**config.mk**
```make
export PLATFORM = sky130hd
export DESIGN_NAME = ahb_bus_matrix_input_stage_s0
export DESIGN_NICKNAME = d
export VERILOG_FILES = /design/src/rtl/ahb_bus_matrix_pkg.sv /design/src/rtl/ahb_bus_matrix_input_stage_s0.sv
export SDC_FILE = /design/constraint.sdc
export NUM_CORES = 1
export LEC_CHECK = 0
export ABC_AREA = 1
export ABC_CLOCK_PERIOD_IN_PS = 1850
export CORE_UTILIZATION = 40
export CTS_CLUSTER_DIAMETER = 50
export DETAILED_ROUTE_END_ITERATION = 8
export GPL_TIMING_DRIVEN = 0
export PLACE_DENSITY = 0.76
export SLEW_MARGIN = 20
export SYNTH_ARGS = -nofsm -noshare
export SYNTH_HDL_FRONTEND = slang
export SYNTH_SLANG_ARGS = --single-unit
export TNS_END_PERCENT = 50
```
**constraint.sdc**
```tcl
create_clock -name HCLK -period 1.85 [get_ports HCLK]
set_clock_uncertainty 0.15 [all_clocks]
set_input_delay 0.2775 -clock HCLK [delete_from_list [all_inputs] [get_ports HCLK]]
set_output_delay 0.2775 -clock HCLK [all_outputs]
set_load 0.005 [all_outputs]
```
**src/rtl/ahb_bus_matrix_pkg.sv**
```systemverilog
// Shared AHB bus matrix encodings and helpers.
// Used by every input stage, decoder and output stage of the matrix.
package ahb_bus_matrix_pkg;

    typedef enum logic [1:0] {
        HTRANS_IDLE   = 2'b00,
        HTRANS_BUSY   = 2'b01,
        HTRANS_NONSEQ = 2'b10,
        HTRANS_SEQ    = 2'b11
    } htrans_e;

    typedef enum logic [1:0] {
        HRESP_OKAY  = 2'b00,
        HRESP_ERROR = 2'b01
    } hresp_e;

    typedef enum logic {
        ST_PASS = 1'b0,
        ST_HOLD = 1'b1
    } hold_state_e;

    // NONSEQ and SEQ carry a real transfer; IDLE and BUSY never do.
    function automatic logic trans_active(input logic [1:0] t);
        return (t == HTRANS_NONSEQ) || (t == HTRANS_SEQ);
    endfunction

endpackage

```
**src/rtl/ahb_bus_matrix_input_stage_s0.sv**
```systemverilog
// Address-phase holding stage for slave port S0 of the AHB bus matrix.
// Parks a transfer while the decoder has no granted path, then replays it.
module ahb_bus_matrix_input_stage_s0
    import ahb_bus_matrix_pkg::*;
#(
    parameter int ADDR_W  = 32,
    parameter int AUSER_W = 32
) (
    input  logic               HCLK,
    input  logic               HRESETn,
    input  logic               HSELS,
    input  logic [ADDR_W-1:0]  HADDRS,
    input  logic [1:0]         HTRANSS,
    input  logic               HWRITES,
    input  logic [2:0]         HSIZES,
    input  logic [2:0]         HBURSTS,
    input  logic [3:0]         HPROTS,
    input  logic               HMASTLOCKS,
    input  logic [AUSER_W-1:0] HAUSERS,
    input  logic               HREADYS,
    input  logic               active_in,
    input  logic               readyout_in,
    input  logic [1:0]         resp_in,
    output logic               sel_in,
    output logic [ADDR_W-1:0]  addr_in,
    output logic [1:0]         trans_in,
    output logic               write_in,
    output logic [2:0]         size_in,
    output logic [2:0]         burst_in,
    output logic [3:0]         prot_in,
    output logic               mastlock_in,
    output logic [AUSER_W-1:0] auser_in,
    output logic               held_tran,
    output logic               HREADYOUTS,
    output logic [1:0]         HRESPS
);

    hold_state_e state_q, state_d;

    logic               new_tran;
    logic               load;
    logic               pend;
    logic [ADDR_W-1:0]  addr_q;
    logic [1:0]         trans_q;
    logic               write_q;
    logic [2:0]         size_q;
    logic [2:0]         burst_q;
    logic [3:0]         prot_q;
    logic               mastlock_q;
    logic [AUSER_W-1:0] auser_q;

    assign new_tran = HSELS & HREADYS & trans_active(HTRANSS);
    assign pend     = (state_q == ST_HOLD);
    assign load     = new_tran & ~active_in & ~pend;

    always_ff @(posedge HCLK or negedge HRESETn) begin
        if (!HRESETn) begin
            state_q <= ST_PASS;
        end else begin
            state_q <= state_d;
        end
    end

    always_comb begin
        state_d = state_q;
        unique case (state_q)
            ST_PASS: if (load) state_d = ST_HOLD;
            ST_HOLD: if (active_in && readyout_in) state_d = ST_PASS;
            default: state_d = ST_PASS;
        endcase
    end

    // Captured only on load, so contents stay frozen for the whole hold.
    always_ff @(posedge HCLK or negedge HRESETn) begin
        if (!HRESETn) begin
            addr_q     <= '0;
            trans_q    <= '0;
            write_q    <= 1'b0;
            size_q     <= '0;
            burst_q    <= '0;
            prot_q     <= '0;
            mastlock_q <= 1'b0;
            auser_q    <= '0;
        end else if (load) begin
            addr_q     <= HADDRS;
            trans_q    <= HTRANSS;
            write_q    <= HWRITES;
            size_q     <= HSIZES;
            burst_q    <= HBURSTS;
            prot_q     <= HPROTS;
            mastlock_q <= HMASTLOCKS;
            auser_q    <= HAUSERS;
        end
    end

    always_comb begin
        sel_in      = HSELS;
        addr_in     = HADDRS;
        trans_in    = HTRANSS;
        write_in    = HWRITES;
        size_in     = HSIZES;
        burst_in    = HBURSTS;
        prot_in     = HPROTS;
        mastlock_in = HMASTLOCKS;
        auser_in    = HAUSERS;
        held_tran   = 1'b0;
        HREADYOUTS  = readyout_in;
        HRESPS      = resp_in;
        if (pend) begin
            sel_in      = 1'b1;
            addr_in     = addr_q;
            trans_in    = trans_q;
            write_in    = write_q;
            size_in     = size_q;
            burst_in    = burst_q;
            prot_in     = prot_q;
            mastlock_in = mastlock_q;
            auser_in    = auser_q;
            held_tran   = 1'b1;
            HREADYOUTS  = 1'b0;
            HRESPS      = HRESP_OKAY;
        end
    end

endmodule

```
Word level (Yosys, flattened, before mapping)
Cells that the tools add are included.

Input port bits: 86. Register bits after elaboration: 79. Word-level logic and storage cells: 34. Output and inout bits: 83.

Bitwise operators: 6. Reduce and logical (&&, ||, !) cells: 2. Eq/ne operators: 2. Multiplexer cells: 15.

Operators by type and width (count): $mux W32 (2); $mux W1 (7); $mux W3 (2); $and A1 B1 Y1 (4); $eq A2 B2 Y1 const B (2); $mux W2 (2); $mux W4 (1); $not A1 Y1 (2); $pmux W1 S2 (1); $logic_and A1 B1 Y1 (1); $logic_or A1 B1 Y1 (1).

Longest topological paths before layout
Gate-level depths: netlist of the first run.

Depth after elaboration: 7. Depth in mapped cells: 7. Gate-level depth less buffers: 5.

Worst setup path before layout of the first run
Ideal clock, no wire load.

Path type: register to output. Start point: reg state_q, in the netlist pend. End point: out trans_in[1]. Required time: 1.422 ns. Buffers on the path: 2. Arrival time: 1.125 ns. Cell stages (with the launch flop): 5. Setup slack: 0.298 ns. Path through: dfrtp_1 -> nor2_2 -> buf_4 -> buf_2 -> o21bai_1.

Word-level cells in the longest chain between the ends: 1.

RTL lines: start, declared (RTL line ahb_bus_matrix_input_stage_s0.sv:38) `hold_state_e state_q, state_d;`; start signal, assigned (RTL line ahb_bus_matrix_input_stage_s0.sv:60) `state_q <= state_d;`; $mux W2 (RTL line ahb_bus_matrix_input_stage_s0.sv:109) `if (pend) begin`; end, declared (RTL line ahb_bus_matrix_input_stage_s0.sv:26) `output logic [1:0] trans_in,`.

No other way between the ends.

Final worst setup path of the first run
Start point: reg state_q, in the netlist pend. End point: out addr_in[28].

Word-level cells in the longest chain between the ends: 1.

RTL lines: $mux W32 (RTL line ahb_bus_matrix_input_stage_s0.sv:109); end, declared (RTL line ahb_bus_matrix_input_stage_s0.sv:25) `output logic [ADDR_W-1:0] addr_in,`.

No other way between the ends.

==> impl_metrics.json, run 1 <==
{
  "seqCellArea_um2": 1980,
  "critPathBufInv": 7,
  "drive_gt1_frac": 0.336,
  "clockBufferDepth": 2,
  "worstSetupEndpointType": "primary output",
  "grt-ovfl-total": 0,
  "violations": "negative setup slack",
  "dr.first_iter.drc_count": 229,
  "rsz0062_at_grt": "yes",
  "critPathKind": "reg -> out",
  "grt_use_total": 0.251,
  "gp_congestion": 0.877,
  "wl_per_cell_um": 14.3,
  "vias_per_cell": 4.96,
  "clk_latency_ns": 0.34,
  "setup.worst_path.start": "pend",
  "synth_cells": 601,
  "setup_slack_ns": -0.137,
  "cts_sinks": 79,
  "clk_pin_slew_worst_paths_ns": 0.09,
  "ios": 169,
  "multi_input_area_um2": 2260,
  "core_area_um2": 9820,
  "cp.arrival_ns": 1.56,
  "ys_ff_latch": 79,
  "synthesis.nets": 687,
  "reg2reg_from": "pend",
  "cp_top_family": "buffers and inverters",
  "holdWs_ns": 0.265,
  "fin_tns_setup_ns": -4.55,
  "relSlewSlack": 0.677,
  "dieHeight_um": 103,
  "yosysWarnings": 0,
  "cp_slowest_cell": "dfrtp_2",
  "crit_top_cell": "buf_6",
  "hold_viol_final": 0,
  "dr.pass1.iters": 5,
  "fp.dieW_um": 103,
  "routed_wl_um": 13700,
  "run_status": "finished, violations left",
  "area_delta_synth_final_pct": 71.2,
  "critPathMaxFanout": 5,
  "maxCapViolCount": 0,
  "synth_area_um2": 4080,
  "worst_ir_drop_vdd_mv": 0.391,
  "finalPower_mw": 5.60,
  "period_minus_slack_ns": 1.99,
  "rows": 36,
  "hold_path.class": "in -> async",
  "start_util": 0.416,
  "seq_area_frac_synth": 0.484,
  "pre_cts_ws_ns": -0.810,
  "portBuffers": 168,
  "drtAntennaViolNets": 0,
  "fin_nets": 906,
  "root_buffer": "clkbuf_8",
  "final_common_cell": "nand2_1",
  "nFillCells": 814,
  "fin_cells": 957,
  "synthDistinctLibCells": 15,
  "critical-path-max-stage-delay_ns": 0.42,
  "final_cell_mix": "290 x nand2_1, 84 x clkdlybuf4s50_1, 80 x nand2_2",
  "fin_crit_sh": 1.07,
  "htreeDepth": 3,
  "setup_viol": 67,
  "grt_max_degree": 45,
  "vias": 4749,
  "worstPathRequired_ns": 1.42,
  "timing.fmax_ghz": 0.503,
  "maxSlewViolCount": 0,
  "avgSynthCellArea_um2": 6.79,
  "power_density_nw_per_um2": 802,
  "dp_hpwl_um": 8640,
  "grt_antenna_before_repair": 0,
  "p_leak_nw": 3.83,
  "cts_buffers": 9,
  "cts_tree": "done",
  "crit_chain": "buf_6 > inv_6 > buf_6 > buf_12 > buf_16 > buf_6 > nand2_2 > nand2_1 > buf_2",
  "worst_pin_slew_ns": 0.484,
  "startpoint_type": "register",
  "dieArea_um2": 10600,
  "remaining_drc_errors": 0,
  "first_global_vias": 4311,
  "antennaDiodeCount": 0,
  "dp_cells": 903,
  "grt_pass1_wl_um": 20300
}
where the power goes:
part           switching, mW  total, mW  leakage, nW  internal, mW
combinational          0.876       1.84         2.72         0.961
sequential             0.222       2.27        0.994          2.05
clock                  0.606       1.50        0.113         0.889
kinds of logic after synthesis:
kind of cell           Yosys count  share of synthesized area
and+or+nand+nor                474                      0.462
DFF                             79                      0.484
buffers and inverters           47                     0.0521
AOI/OAI and AO/OA                1                    0.00184
repair_timing:
| action | 4_1_cts | 5_1_grt |
|---|---|---|
| hold buffers | 1 | 0 |
| pin swaps | 31 | 36 |
| gates cloned | 13 | 0 |
| setup endpoints to repair | 82 | 150 |
| gates resized for setup | 445 | 130 |
| endpoints found under the hold margin | 35 | 0 |
| buffers inserted | 26 | 3 |
worst register-to-register path: stages (launching register included):
cell,delay [ns]
dfrtp_2,0.42
buf_6,0.13
buf_4,0.14
nor2_4,0.12
buf_6,0.16
clkbuf_1,0.38
nand3_1,0.14
nand2_1,0.10
cell type report:
class	instances	share of cell area
clock buffer	11	0.0188
clock inverter	4	0.0136
tap	133	0.0238
sequential	79	0.283
inverter	6	0.00394
buffer	38	0.0544
timing repair buffer	211	0.279
multi-input combinational	475	0.324
metal layers:
layer,vias up,share of wire,track usage
met5,-,0,0
met4,0,0.018,0.0888
met3,26,0.060,0.0298
met2,200,0.50,0.424
met1,2228,0.42,0.332
li1,2295,-,-
registers in the layout, indices dropped and copies added, names as in the netlist:
register and flops:
burst_q 3, auser_q 32, trans_q 2, mastlock_q 1, addr_q 32, pend 1
prot_q 4, write_q 1, size_q 3
final timing paths:
kind	endpoint	slack, ns	depth (start not counted)
setup / recovery	addr_in[28]	-0.14	9
hold / removal	addr_q[20]	0.27	2
setup reg to reg	auser_q[5]	0.06	7
hold reg to reg	trans_q[1]	0.32	2
max in group asynchronous	auser_q[27]	0.67	3
min in group HCLK	trans_q[1]	0.32	2
through the flow:
| step | utilization | instance area [µm²] |
|---|---|---|
| floorplan | - | 4080 |
| global placement | 0.604 | 5930 |
| detailed placement | 0.606 | 5950 |
| CTS | 0.682 | 6700 |
| global route | 0.712 | 6990 |
| finish | 0.712 | 6990 |
Yosys cell counts:
library cell,instances,share of area
nand2_1,390,0.36
inv_1,5,0.0046
nor2_2,2,0.0031
buf_4,2,0.0037
o21bai_1,1,0.0018
clkbuf_1,19,0.017
nor2_1,3,0.0028
nand3_1,77,0.094
buf_1,2,0.0018
nand2_2,1,0.0015
or2_2,1,0.0015
inv_2,1,0.00092
buf_2,17,0.021
dfrtp_1,79,0.48
buf_6,1,0.0028
Note: power is estimated with default switching activity, not from simulation.
==> run 2: changes to the inputs <==
--- a/config.mk
+++ b/config.mk
@@ -7,8 +7,10 @@
 export LEC_CHECK = 0
 export ABC_AREA = 1
 export ABC_CLOCK_PERIOD_IN_PS = 1850
+export CORE_MARGIN = 10
 export CORE_UTILIZATION = 40
 export CTS_CLUSTER_DIAMETER = 50
+export CTS_CLUSTER_SIZE = 24
 export DETAILED_ROUTE_END_ITERATION = 8
 export GPL_TIMING_DRIVEN = 0
 export PLACE_DENSITY = 0.76
==> run 2 against run 1 <==
Against the previous run: critical endpoint is now addr_in[18]; final cell count shrank 1.7%; largest cell class unchanged; flip-flop and latch count is the same; routed wire length rose by 4.9%; critical path depth decreased by 2; hold slack gained 0.025 ns; count of clock-buffer cells in the layout stayed put; highest routed layer unchanged; the flow still finishes with violations (negative setup slack).
==> impl_metrics.json, run 2 (same netlist as run 1, synthesis figures left out) <==
{
  "grt-ovfl-total": 0,
  "remaining_drc_errors": 0,
  "setup_viol": 33,
  "ios": 169,
  "worst_pin_slew_ns": 0.497,
  "vias": 4619,
  "crit_chain": "inv_4 > buf_8 > buf_6 > buf_8 > nand2_2 > nand2_1 > buf_2",
  "period_minus_slack_ns": 1.90,
  "wl_per_cell_um": 15.3,
  "dieHeight_um": 121,
  "violations": "negative setup slack",
  "cp_top_family": "buffers and inverters",
  "rsz0062_at_grt": "yes",
  "startpoint_type": "register",
  "finalPower_mw": 5.14,
  "seqCellArea_um2": 1980,
  "rr_endpoint": "addr_q[3]",
  "dp_hpwl_um": 10200,
  "critical-path-max-stage-delay_ns": 0.47,
  "grt_max_degree": 45,
  "drtAntennaViolNets": 0,
  "critPathMaxFanout": 5,
  "cts_tree": "done",
  "cp_num_cells": 7,
  "worstSetupEndpointType": "primary output",
  "grt_pass1_wl_um": 23400,
  "relSlewSlack": 0.669,
  "final_common_cell": "nand2_1",
  "antennaDiodeCount": 0,
  "grt_use_total": 0.192,
  "core_area_um2": 9860,
  "cp_slowest_cell": "dfrtp_2",
  "clk_latency_ns": 0.34,
  "routed_wl_um": 14400,
  "worstPathRequired_ns": 1.42,
  "fp.dieW_um": 121,
  "cts_buffers": 9,
  "critPathKind": "reg -> out",
  "portBuffers": 168,
  "htreeDepth": 3,
  "rows": 36,
  "area_delta_synth_final_pct": 59.2,
  "cts_sinks": 79,
  "cp.arrival_ns": 1.47,
  "reg2reg_from": "pend",
  "multi_input_area_um2": 2060,
  "dr.first_iter.drc_count": 329,
  "power_density_nw_per_um2": 791,
  "hold_viol_final": 0,
  "crit_top_cell": "buf_8",
  "worst_ir_drop_vdd_mv": 0.372,
  "cp-endpoint": "addr_in[18]",
  "setup.worst_path.start": "pend",
  "fin_crit_sh": 1.03,
  "clk_pin_slew_worst_paths_ns": 0.08,
  "design_area_um2": 6500,
  "drive_gt1_frac": 0.261,
  "fin_nets": 890,
  "run_status": "finished, violations left",
  "dr.pass1.iters": 5,
  "p_leak_nw": 3.58,
  "first_global_vias": 4644,
  "dieArea_um2": 14600,
  "ff2ff_setup_slack_ns": 0.07,
  "setup_slack_ns": -0.0503,
  "maxCapViolCount": 0,
  "fin_tns_setup_ns": -0.955,
  "nFillCells": 866,
  "placed_cell_area_um2": 5960,
  "final_cell_mix": "342 x nand2_1, 85 x clkdlybuf4s50_1, 78 x buf_2, 78 x dfrtp_1, 77 x nand3_1",
  "clockBufferDepth": 2,
  "hold_path.class": "in -> async",
  "gp_congestion": 0.824,
  "top_regs": "addr_q (32), auser_q (32), prot_q (4)",
  "pre_cts_ws_ns": -0.817,
  "vias_per_cell": 4.91,
  "start_util": 0.414,
  "rr_worst_depth": 8,
  "maxSlewViolCount": 0,
  "timing.fmax_ghz": 0.526,
  "grt_antenna_before_repair": 0,
  "critPathBufInv": 5,
  "root_buffer": "clkbuf_8"
}
## run 2: cell count changes in the layout (fill, tap and decap cells not counted), moves of 8 or more
cell	change
buf_8	-8
nand2_2	-39
buf_6	-9
nand2_4	-13
nand2_1	+52
## run 2: worst min path at each step
stage	from	end	slack, ns
2_1_floorplan	HRESETn	addr_q[0]	-0.17
3_3_place_gp	trans_q[1]	trans_q[1]	0.29
3_5_place_dp	HRESETn	addr_q[23]	0.12
4_1_cts	HRESETn	addr_q[23]	0.30
5_1_grt	HRESETn	addr_q[23]	0.35
6_report	HRESETn	addr_q[23]	0.29
## run 2: metrics by stage
stage	utilization	hold WS [ns]	instances
6_report	0.659	0.290	941
5_1_grt	0.659	0.346	941
4_1_cts	0.643	0.302	939
3_5_place_dp	0.604	0.124	903
3_3_place_gp	0.601	0.285	902
2_1_floorplan	-	-0.168	601
## run 2: layer usage
metal	track usage	up-vias	routed length (µm)	part of all wire
met5	0	-	0	0
met4	0.0611	0	286	0.020
met3	0.0428	22	966	0.067
met2	0.322	170	7050	0.49
met1	0.240	2160	6090	0.42
li1	-	2267	-	-
## run 2: what timing repair did
| item | in CTS | in global routing |
|---|---|---|
| resized for setup | 396 | 95 |
| endpoints found under the hold margin | 35 | 0 |
| hold buffers | 1 | 0 |
| setup buffers | 15 | 4 |
| gates cloned | 8 | 2 |
| pin swaps | 6 | 14 |
| setup endpoints to repair | 82 | 140 |
## run 2: layout make-up
type / count / share of cell area
clock inverter: 4 / 0.00693
multi-input combinational: 475 / 0.317
sequential: 79 / 0.304
clock buffer: 11 / 0.0233
inverter: 6 / 0.00385
timing repair buffer: 194 / 0.257
tap: 133 / 0.0256
buffer: 39 / 0.0614
## run 2: report_power, final
| part | switching, mW | internal, mW | leakage, nW |
|---|---|---|---|
| clock | 0.606 | 0.684 | 0.105 |
| sequential | 0.180 | 2.05 | 0.994 |
| combinational | 0.800 | 0.825 | 2.48 |
| total | 1.59 | 3.55 | 3.58 |
